## src/rtl/vga_frame_src.sv

```systemverilog
// Raster-order test-pattern source: streams {colour, start} words for one frame per enabled period.
// Optional macro VGA_FRAME_SRC_BORDER_EN forces a one-pixel white frame border over the pattern.
module vga_frame_src #(
    parameter int CD = 12,
    parameter int HD = 640,
    parameter int VD = 480
) (
    input  logic          clk,
    input  logic          reset,
    input  logic          enable,
    input  logic [1:0]    pattern_sel,
    input  logic [CD-1:0] fg_color,
    output logic [CD:0]   vga_so_data,
    output logic          vga_so_valid,
    input  logic          vga_so_ready,
    output logic [15:0]   frame_count,
    output logic          busy
);

    localparam int CW = CD / 3;

    typedef enum logic {IDLE, STREAM} state_t;

    state_t        state_reg, state_next;
    logic [9:0]    x_reg, x_next;
    logic [8:0]    y_reg, y_next;
    logic [1:0]    pat_reg, pat_next;
    logic [CD-1:0] fg_reg, fg_next;
    logic [CD:0]   data_reg, data_next;
    logic          valid_reg, valid_next;
    logic [15:0]   fc_reg, fc_next;
    logic          load;
    logic          start_next;
    logic [2:0]    bar;
    logic [CD-1:0] pix;

    // Bar index x/80 resolved with threshold compares instead of a divider.
    always_comb begin
        bar = '0;
        for (int i = 1; i < 8; i++) begin
            if (x_next >= 10'(i * 80)) bar = 3'(i);
        end
    end

    // Colour of the pixel about to be loaded, from the next coordinates and controls.
    always_comb begin
        pix = '0;
        unique case (pat_next)
            2'd0: pix = fg_next;
            2'd1: pix = {{CW{bar[2]}}, {CW{bar[1]}}, {CW{bar[0]}}};
            2'd2: pix = (x_next[5] ^ y_next[5]) ? fg_next : '0;
            default: pix = {3{x_next[9 -: CW]}};
        endcase
`ifdef VGA_FRAME_SRC_BORDER_EN
        if (x_next == 10'd0 || x_next == 10'(HD - 1) ||
            y_next == 9'd0  || y_next == 9'(VD - 1)) begin
            pix = '1;
        end
`endif
    end

    always_comb begin
        state_next = state_reg;
        x_next     = x_reg;
        y_next     = y_reg;
        pat_next   = pat_reg;
        fg_next    = fg_reg;
        valid_next = valid_reg;
        fc_next    = fc_reg;
        load       = 1'b0;
        start_next = 1'b0;
        unique case (state_reg)
            IDLE: begin
                valid_next = 1'b0;
                if (enable) begin
                    pat_next   = pattern_sel;
                    fg_next    = fg_color;
                    x_next     = '0;
                    y_next     = '0;
                    load       = 1'b1;
                    start_next = 1'b1;
                    valid_next = 1'b1;
                    state_next = STREAM;
                end
            end
            default: begin
                if (vga_so_ready) begin
                    if (x_reg == 10'(HD - 1)) begin
                        x_next = '0;
                        if (y_reg == 9'(VD - 1)) begin
                            y_next  = '0;
                            fc_next = fc_reg + 16'd1;
                            // Back-to-back frames reload (0,0) on the same edge, so valid never drops.
                            if (enable) begin
                                pat_next   = pattern_sel;
                                fg_next    = fg_color;
                                load       = 1'b1;
                                start_next = 1'b1;
                            end else begin
                                valid_next = 1'b0;
                                state_next = IDLE;
                            end
                        end else begin
                            y_next = y_reg + 9'd1;
                            load   = 1'b1;
                        end
                    end else begin
                        x_next = x_reg + 10'd1;
                        load   = 1'b1;
                    end
                end
            end
        endcase
    end

    always_comb begin
        data_next = data_reg;
        if (load) begin
            data_next = {pix, start_next};
        end else if (state_next == IDLE) begin
            data_next = '0;
        end
    end

    always_ff @(posedge clk or posedge reset) begin
        if (reset) begin
            state_reg <= IDLE;
            x_reg     <= '0;
            y_reg     <= '0;
            pat_reg   <= '0;
            fg_reg    <= '0;
            data_reg  <= '0;
            valid_reg <= 1'b0;
            fc_reg    <= '0;
        end else begin
            state_reg <= state_next;
            x_reg     <= x_next;
            y_reg     <= y_next;
            pat_reg   <= pat_next;
            fg_reg    <= fg_next;
            data_reg  <= data_next;
            valid_reg <= valid_next;
            fc_reg    <= fc_next;
        end
    end

    assign vga_so_data  = data_reg;
    assign vga_so_valid = valid_reg;
    assign frame_count  = fc_reg;
    assign busy         = (state_reg == STREAM);

endmodule
```

## config.mk

```make
export PLATFORM = sky130hd
export DESIGN_NAME = vga_frame_src
export DESIGN_NICKNAME = d
export VERILOG_FILES = /design/src/rtl/vga_frame_src.sv
export SDC_FILE = /design/constraint.sdc
export NUM_CORES = 1
export LEC_CHECK = 0
export ABC_AREA = 1
export CAP_MARGIN = 20
export CORE_ASPECT_RATIO = 0.5
export CORE_MARGIN = 8
export CORE_UTILIZATION = 25
export CTS_CLUSTER_SIZE = 30
export DETAILED_ROUTE_END_ITERATION = 12
export GPL_TIMING_DRIVEN = 0
export SYNTH_ARGS = -nofsm -noshare
export SYNTH_HDL_FRONTEND = slang
export SYNTH_SLANG_ARGS = --single-unit
```

## constraint.sdc

```tcl
create_clock -name clk -period 2.6 [get_ports clk]
set_input_delay 0.65 -clock clk [delete_from_list [all_inputs] [get_ports clk]]
set_output_delay 0.65 -clock clk [all_outputs]
set_load 0.02 [all_outputs]
```

# --- Yosys cells after proc, flatten, opt, wreduce, memory -nomap -nowiden ---
# Index checks and enable logic that the tools add are counted.
word_totals:
  reg_bits: 64
  out_inout_bits: 31
classes:
  n_addsub: 3
  order_cmp: 7
  eq_ne: 9
  n_mux: 46
  bitwise: 1
  reduce_logical: 5
ops:
  columns: ["op", "count"]
  rows:
  - ["$mux 12", 6]
  - ["$mux 9", 5]
  - ["$mux 10", 4]
  - ["$pmux 12 s3", 1]
  - ["$ge 10x9->1 const B", 3]
  - ["$mux 13", 2]
  - ["$ge 10x8->1 const B", 2]
  - ["$mux 1", 17]
  - ["$add 16x1->16 const B", 1]
  - ["$mux 3", 5]
  - ["$mux 2", 6]
  - ["$add 10x1->10 const B", 1]
  - ["$eq 10x10->1 const B", 1]
  - ["$ge 10x10->1 const B", 1]
  - ["$ge 10x7->1 const B", 1]
  - ["$add 9x1->9 const B", 1]
  - ["$eq 9x9->1 const B", 1]
  - ["$reduce_and 4->1", 2]
  - ["$ne 2x1->1 const B", 3]
  - ["$ne 2x2->1 const B", 2]
  - ["$reduce_and 3->1", 1]
  - ["$eq 2x1->1 const B", 1]
  - ["$eq 2x2->1 const B", 1]
  - ["$logic_not 2->1", 1]
  - ["2 further kinds", 2]

# --- Depth between registers and ports, before layout ---
# Gate-level depths: netlist of the first run.
depth:
  word_depth: 14
  ltp_mapped: 20
  ltp_nobuf: 20

# --- Worst setup path before layout of the first run ---
# Ideal clock, no wire load.
synth_path:
  path_kind: "register -> register"
  startpoint: "register state_reg (netlist: busy)"
  endpoint: "register data_reg[1] (netlist: vga_so_data[1])"
  setup_ns: 0.116
  arrival_time_ns: 1.909
  slack_ns: 0.575
  path_stages_with_launch: 19
  n_path_buf: 1
  period_less_slack_ns: 2.025
  cell_sequence: "dfrtp_1 buf_4 inv_1 nor2_2 inv_1 nand2_2 nand2_1 nand2_2 nor2_1 o21ai_1 inv_1 nand2_1 nand2_1 nand2_1 nand2_1 nand2_1 nand2_1 nand2_1 nand2_1"
synth_between:
  elab_chain_cells: 11
synth_lines:
  columns: ["element", "line_no", "rtl"]
  rows:
  - ["start, declared", "24", "state_t state_reg, state_next;"]
  - ["start signal, assigned", "136", "state_reg <= state_next;"]
  - ["$mux 10 (*)", "72", "unique case (state_reg)"]
  - ["via x_next[7]", "25", "logic [9:0] x_reg, x_next;"]
  - ["$ge 10x7->1", "41", "if (x_next >= 10'(i * 80)) bar = 3'(i);"]
  - ["$mux 1", "41", null]
  - ["$mux 2", "41", null]
  - ["$mux 3 (4 in series)", "41", null]
  - ["$mux 3 (*)", "41", null]
  - ["$pmux 12 s3 (*)", "48", "unique case (pat_next)"]
  - ["$mux 13 (*)", "118", "if (load) begin"]
  - ["end signal, assigned", "141", "data_reg <= data_next;"]
  - ["end, declared", "29", "logic [CD:0] data_reg, data_next;"]
# The timed path passes the listed nets; every way through them passes the cells marked *.
# A chain may end at the register's enable or synchronous reset.

# --- Worst setup path in the final report of the first run ---
layout_path:
  startpoint: "register y_reg[0]"
  endpoint: "register data_reg[3] (netlist: vga_so_data[3])"
layout_lines:
  columns: ["element", "line_no", "rtl"]
  rows:
  - ["start, declared", "26", "logic [8:0] y_reg, y_next;"]
  - ["start signal, assigned", "138", "y_reg <= y_next;"]
  - ["$eq 9x9->1 (*)", "90", "if (y_reg == 9'(VD - 1)) begin"]
  - ["$mux 2 (*)", "90", null]
  - ["$mux 2 (*)", "88", "if (x_reg == 10'(HD - 1)) begin"]
  - ["$mux 2 (*)", "87", "if (vga_so_ready) begin"]
  - ["$mux 2 (*)", "72", null]
  - ["via pat_next[1]", "27", "logic [1:0] pat_reg, pat_next;"]
  - ["$eq 2x2->1, or another cell as far along", "48", null]
  - ["$pmux 12 s3 (*)", "48", null]
  - ["$mux 13 (*)", "118", null]
# The timed path passes the listed nets; every way through them passes the cells marked *. The select of a mux whose other input is x is not followed.

==> results of run 1 <==
## metrics by stage
step	area, um2	TNS (ns)	hold WS, ns
floorplan	3460	0	0.446
global placement	4180	-63.66	0.466
detailed placement	4190	-5.75	0.469
CTS	4470	0	0.480
global route	4600	-0.231	0.488
finish	4600	0	0.476
## cells in the mapped netlist
cell type	count	share of area, %
nand2_1	119	13
inv_1	67	7.3
dfrtp_1	64	46
nand3_1	36	5.2
nor2_1	34	3.7
o21ai_0	24	3.5
a21oi_1	12	1.7
xor2_1	12	3.0
nor3_1	10	1.4
inv_2	5	0.54
nand2_2	5	0.90
nand4_1	5	0.90
nor2_2	5	0.90
xnor2_1	5	1.3
buf_2	3	0.43
ha_1	3	1.1
o21ai_1	3	0.43
clkbuf_1	2	0.22
mux2_2	2	0.65
nand2_4	2	0.65
nand3_2	2	0.58
nand3b_1	2	0.43
o21a_1	2	0.43
o21ai_4	2	0.94
a21boi_0	1	0.22
a21oi_2	1	0.25
a22oi_1	1	0.22
a31oi_1	1	0.18
a32o_1	1	0.29
and3b_1	1	0.25
buf_4	1	0.22
buf_6	1	0.33
inv_4	1	0.18
mux2i_1	1	0.29
nand3_4	1	0.51
nor3_2	1	0.29
nor4_4	1	0.61
o211ai_1	1	0.22
o21ai_2	1	0.25
o31ai_2	1	0.36
## area by class of cell
class	count	area, um2	share of cell area, %
Tap cell	192	240	5.22
Clock buffer	13	250	5.44
Inverter	73	279	6.06
Clock inverter	3	17.5	0.381
Timing Repair Buffer	56	538	11.7
Buffer	7	41.3	0.897
Multi-Input combinational cell	298	1630	35.5
Sequential cell	64	1600	34.8
## power by group
part / internal, mW / switching, mW
Combinational: 0.289 / 0.464
Clock: 0.668 / 0.428
Sequential: 1.11 / 0.0778
Total: 2.07 / 0.970
## critical path: cells and delay by family (launching register included)
| kind | cells | cell delay (ns) |
|---|---|---|
| buffers and inverters | 2 | 0.23 |
| AO/OA/AOI/OAI | 3 | 0.64 |
| AND/OR/NAND/NOR | 7 | 0.87 |
| flip-flops | 1 | 0.38 |
| adder cells (fa/ha/maj) | 1 | 0.21 |
## metal layers
layer | wire, um | global-route usage, % | vias to the layer above
met5 | 0 | 0 | -
met4 | 97 | 2.88 | 0
met3 | 323 | 2.73 | 9
met2 | 4160 | 16.4 | 41
met1 | 4040 | 11.8 | 1353
li1 | - | - | 1530
## worst max-delay path by stage
stage | depth (start not counted) | slack, ns | startpoint | to
after floorplan | 1 | 0.35 | reset | busy$_DFF_PP0_
after global placement | 2 | -0.92 | reset | fg_reg[0]$_DFF_PP0_
after detailed placement | 17 | -0.43 | vga_so_ready | vga_so_data[2]$_DFFE_PP0P_
after CTS | 17 | 0.16 | enable | vga_so_data[2]$_DFFE_PP0P_
after global routing | 15 | -0.05 | y_reg[0]$_DFFE_PP0P_ | vga_so_data[3]$_DFFE_PP0P_
final | 13 | 0.15 | y_reg[0]$_DFFE_PP0P_ | vga_so_data[3]$_DFFE_PP0P_
## timing repair
item | CTS | global route
gates resized for setup | 3 | 23
buffers inserted | 0 | 7
endpoints found under the setup margin | 6 | 11
pin swaps | 0 | 10
cloned | 0 | 1
## cells by family (layout without fill, tap and decap cells)
logic type	after synthesis	count (layout)
AO/OA/AOI/OAI	51	51
multiplexers	3	3
adder cells (fa/ha/maj)	3	3
XOR/XNOR	17	17
AND/OR/NAND/NOR	224	224
buffers and inverters	80	152
flip-flops	64	64
==> qor.yml, run 1 <==
min_period_ns: 2.45
synth.avg_cell_area_um2: 7.84
synth_compound_area_share_pct: 9.00
grt_pass1_wl_um: 14300
cts-htree-levels: 3
status: "finished clean"
first_pass_iters: 4
vdd_drop_max_mv: 0.300
leakage_nw: 2.23
fin_nets: 530
syn_inst: 442
critical_path.slowest_cell: "dfrtp_1"
gp_congestion: 0.848
numPortBuffers: 48
viasPerCell: 4.15
syn-num-nets: 463
grtUsageTotal_pct: 9.66
clkSlewWorstSetupHoldPaths_ns: 0.05
design_power_total_mw: 3.04
synthMuxAreaShare_pct: 0.939
r2r-start: "y_reg[0]$_DFFE_PP0P_"
cts_tree: "yes"
cpPeakStageDelay_ns: 0.38
synth-seq-area-share_pct: 46.2
yosys_warnings: 0
ff2ff_path_depth: 13
final_util_pct: 34.0
cts_made_buffers: 9
largest_register_ffs: 16
dieArea_mm2: 0.0181
synth-simple-area-share_pct: 29.3
layout_common_cells: "116 x nand2_1, 64 x inv_1, 64 x dfrtp_1, 47 x clkdlybuf4s50_1, 35 x nand3_1"
fp.dieW_um: 182
crit_type: "flip-flop to flip-flop"
num_rows: 30
hp-class: "flip-flop to flip-flop"
hold_viol_final: 0
synthXorXnorAreaFrac_pct: 4.30
ios: 49
ant_nets: 0
hold_end: "vga_so_data[10]$_DFFE_PP0P_"
path_cells: "ha_2 > inv_2 > nor3_4 > nand3_2 > a21oi_4 > nand3_4 > o21ai_4 > nand3_2 > buf_6 > a21oi_2 > nand2_1 > nand2_1 > nand2_1"
crit_path_start_kind: "flip-flop"
setup_slack_ns: 0.149
fmax_mhz: 408
numPlacedInstances: 682
fillers: 1394
ys_ff_latch: 64
clock_latency_ns: 0.33
slew_violations: 0
slew_headroom_pct: 47.0
critical_path_arrival_ns: 2.67
cts_sinks: 64
path_max_fanout: 8
die_y_um: 99.2
final_cells: 706
path_common_cell: "nand2_1"
synthToLayoutAreaGrowth_pct: 32.8
drc: 0
hold_buffers: 0
worst-endpoint-required_ns: 2.82
ys_types: 40
start_util_pct: 25.6
vias: 2933
worst_setup_path_end_kind: "flip-flop"
wl_um: 8610
grt_max_degree: 65
pre_cts_slack_ns: -0.432
grt_overflow: 0
worst_clock_skew_ns: 0.00802
hpwl_um: 6260
fp.coreArea_mm2: 0.0136
min_from: "vga_so_data[10]$_DFFE_PP0P_"
r2r-end: "vga_so_data[3]$_DFFE_PP0P_"
hold_path_depth: 2
diodes: 0
drt_iter0_markers: 160
setup_viol: 0
p_per_area_mw_per_mm2: 660
rsz0062_at_grt: "true"
final_common_cell: "nand2_1"
cts_max_path_buffers: 2
fin_crit_sh_pct: 94.3
drive_above_1_share_pct: 14.2
cts-root-buf: "clkbuf_16"
reg2reg_slack_ns: 0.15
wl_per_cell_um: 12.2
syn_area_mm2: 0.00346
drv_cap: 0
grt_pass1_vias: 2962
synth_top_family_by_area: "simple AND/OR/NAND/NOR gates"
worstMarginPinSlew_ns: 0.796
antenna_found_initial: 0
synthAdderAreaFrac_pct: 1.08
No activity file was read; power rests on OpenSTA's default activity.
==> inputs of run 2 (changes only) <==
--- a/config.mk
+++ b/config.mk
@@ -5,7 +5,6 @@
 export SDC_FILE = /design/constraint.sdc
 export NUM_CORES = 1
 export LEC_CHECK = 0
-export ABC_AREA = 1
 export CAP_MARGIN = 20
 export CORE_ASPECT_RATIO = 0.5
 export CORE_MARGIN = 8
==> run 2 against run 1 <==
Against the previous run:
- critical endpoint is now vga_so_data[5]$_DFFE_PP0P_
- sequential power rose by 3%
- the run now ends with setup timing left
- final cell count fell by 18%
- non-clock buffer count rose by 22
- critical path depth fell by 2
- global-route usage rose by 0.44 points
- die area fell by 5.6%
- sequential cell count did not move
- routed wire length fell by 1.9%
- first-iteration DRC count rose by 0.63%
- core utilization rose by 2.7 points
- sequential share of layout area fell by 0.25 points
- highest routed layer unchanged
- critical path type unchanged
- combinational power fell by 10%
==> qor.yml, run 2 <==
path_common_cell: "buf_4"
p_int_mw: 2.21
min_period_ns: 2.63
cpPeakStageDelay_ns: 0.44
synth-seq-area-share_pct: 49.4
p_per_area_mw_per_mm2: 661
wl_um: 8450
grt_max_degree: 38
grt_overflow: 0
hold_buffers: 0
vias: 2695
sw_frac_of_total_pct: 28.1
setup_slack_ns: -0.0260
final_common_cell: "dfrtp_1"
yosysTopAreaCell: "dfrtp_1"
grt_pass1_wl_um: 13800
post-synth-top-count-cell: "dfrtp_1"
slew_headroom_pct: 56.7
synthToLayoutAreaGrowth_pct: 43.3
synth.avg_cell_area_um2: 10.2
worst-endpoint-required_ns: 2.81
cts_tree: "yes"
crit_family: "compound AO/OA/AOI/OAI gates"
crit_type: "flip-flop to flip-flop"
crit_path_start_kind: "flip-flop"
ys_types: 56
die_y_um: 96.5
cts_made_buffers: 9
gp_congestion: 0.834
dieArea_mm2: 0.0171
antenna_found_initial: 0
ys_ff_latch: 64
synthTopCellsByArea: "dfrtp_1 49%, o21ai_0 4.3%, nand2_1 3.8%"
first_pass_iters: 5
drt_iter0_markers: 161
fin_crit_sh_pct: 101
cts_sinks: 64
worstMarginPinSlew_ns: 0.646
p_clk_share_pct: 37.8
cts-htree-levels: 3
hp-class: "flip-flop to flip-flop"
setup_viol: 3
num_rows: 29
worst_setup_path_end_kind: "flip-flop"
leakage_nw: 2.08
grt_pass1_vias: 2696
synth_async_sr_flop_share_pct: 100
p_seq_share_pct: 40.2
viasPerCell: 4.66
tns_ns: -0.0497
start_util_pct: 25.6
p_sw_mw: 0.863
fin_nets: 425
synth_top_area_share_pct: 49.4
cts-root-buf: "clkbuf_16"
ant_nets: 0
grtUsageTotal_pct: 10.1
worst_clock_skew_ns: 0.00594
drc: 0
drv_cap: 0
largest_register_ffs: 16
numPortBuffers: 48
fp.coreArea_mm2: 0.0127
syn_inst: 317
worst_hold_slack_ns: 0.466
crit_buf_inv: 3
yosys_warnings: 0
diodes: 0
rsz0062_at_grt: "true"
fp.dieW_um: 177
design_power_total_mw: 3.07
critical_path.slowest_cell: "or3b_4"
ys.flop_type: "dfrtp_1"
syn_area_mm2: 0.00324
fmax_mhz: 381
wl_per_cell_um: 14.6
critical_path_arrival_ns: 2.83
path_max_fanout: 8
vdd_drop_max_mv: 0.347
violations: "setup timing"
slew_violations: 0
hpwl_um: 5760
synth_edf_count: 0
hold_viol_final: 0
status: "finished, violations left"
clock_latency_ns: 0.32
clkSlewWorstSetupHoldPaths_ns: 0.05
pwr-share-comb_pct: 22.0
drive_above_1_share_pct: 23.5
path_cells: "or3b_4 > buf_6 > nor3_4 > buf_4 > nand3_4 > o31a_1 > xnor2_2 > o21bai_2 > buf_4 > o21ai_1 > a22o_1"
cts_max_path_buffers: 2
syn-num-nets: 338
ios: 49
layout_common_cells: "61 x dfrtp_1, 46 x clkdlybuf4s50_1, 33 x nand2_1, 28 x buf_4, 21 x o21ai_0"
yosys-top-cells-count: "64 x dfrtp_1, 33 x nand2_1, 28 x o21ai_0"
==> run 2: cell families (layout without fill, tap and decap cells) <==
family | count (synthesis) | after routing | share of synthesized area (%)
AOI/OAI and AO/OA | 85 | 85 | 18.6
and+or+nand+nor | 101 | 101 | 16.6
muxes | 15 | 15 | 5.21
xor gates and xnor gates | 20 | 20 | 5.41
DFF | 64 | 64 | 49.4
buffers and inverters | 29 | 120 | 3.51
adders and majority gates | 3 | 3 | 1.16
==> run 2: power groups by stage <==
stage / logic, mW / registers, mW / clock network (mW)
global placement: 0.544 / 1.22 / 0
global route: 0.735 / 1.25 / 1.24
CTS: 0.611 / 1.23 / 1.20
detailed placement: 0.557 / 1.22 / 0
floorplan: 0.311 / 1.25 / 0
finish: 0.675 / 1.23 / 1.16
==> run 2: layer usage <==
layer	GRT usage, %	wire [um]
met3	3.14	328
met1	12.3	3890
met2	16.3	4100
met5	0	0
met4	4.86	129
==> run 2: worst register-to-register path, cell delays in order (launching register included) <==
cell and delay, ns:
dfrtp_1 0.38, or3b_4 0.44, buf_6 0.14, nor3_4 0.15, buf_4 0.16, nand3_4 0.12
o31a_1 0.35, xnor2_2 0.18, o21bai_2 0.13, buf_4 0.17, o21ai_1 0.09, a22o_1 0.20
==> run 2: area by class of cell <==
cell class                      instances  area, um2
Tap cell                              170        213
Fill cell                            1259       8020
Clock buffer                           12        246
Clock inverter                          3       42.5
Timing Repair Buffer                   79        727
Buffer                                  6       41.3
Multi-Input combinational cell        224       1690
Sequential cell                        64       1610
Inverter                               20       75.1
==> run 2: worst paths after layout <==
check	start	endpoint	slack [ns]	cells after the start
max	x_reg[7]$_DFF_PP0_	vga_so_data[5]$_DFFE_PP0P_	-0.03	11
min in group asynchronous	reset	frame_count[12]$_DFFE_PP0P_	0.72	2
max in group asynchronous	reset	x_reg[0]$_DFF_PP0_	1.27	3
min	frame_count[15]$_DFFE_PP0P_	frame_count[15]$_DFFE_PP0P_	0.47	1
max reg2reg	x_reg[7]$_DFF_PP0_	vga_so_data[5]$_DFFE_PP0P_	-0.03	11
min reg2reg	frame_count[15]$_DFFE_PP0P_	frame_count[15]$_DFFE_PP0P_	0.47	1
==> run 2: through the flow <==
stage	cell area (um2)	std cells	util, %	worst slack, ns
final	4640	578	36.7	-0.0260
after global routing	4640	578	36.7	-0.141
after CTS	4490	567	35.4	0.00942
after detailed placement	3950	536	31.2	-1.06
after global placement	3930	535	31.1	-1.04
after floorplan	3240	317	-	0.0168
==> run 2: timing repair <==
item,4_1_cts,5_1_grt
endpoints found under the setup margin,30,15
gates cloned,0,0
buffers inserted,18,12
resized for setup,31,29
pin swaps,12,25
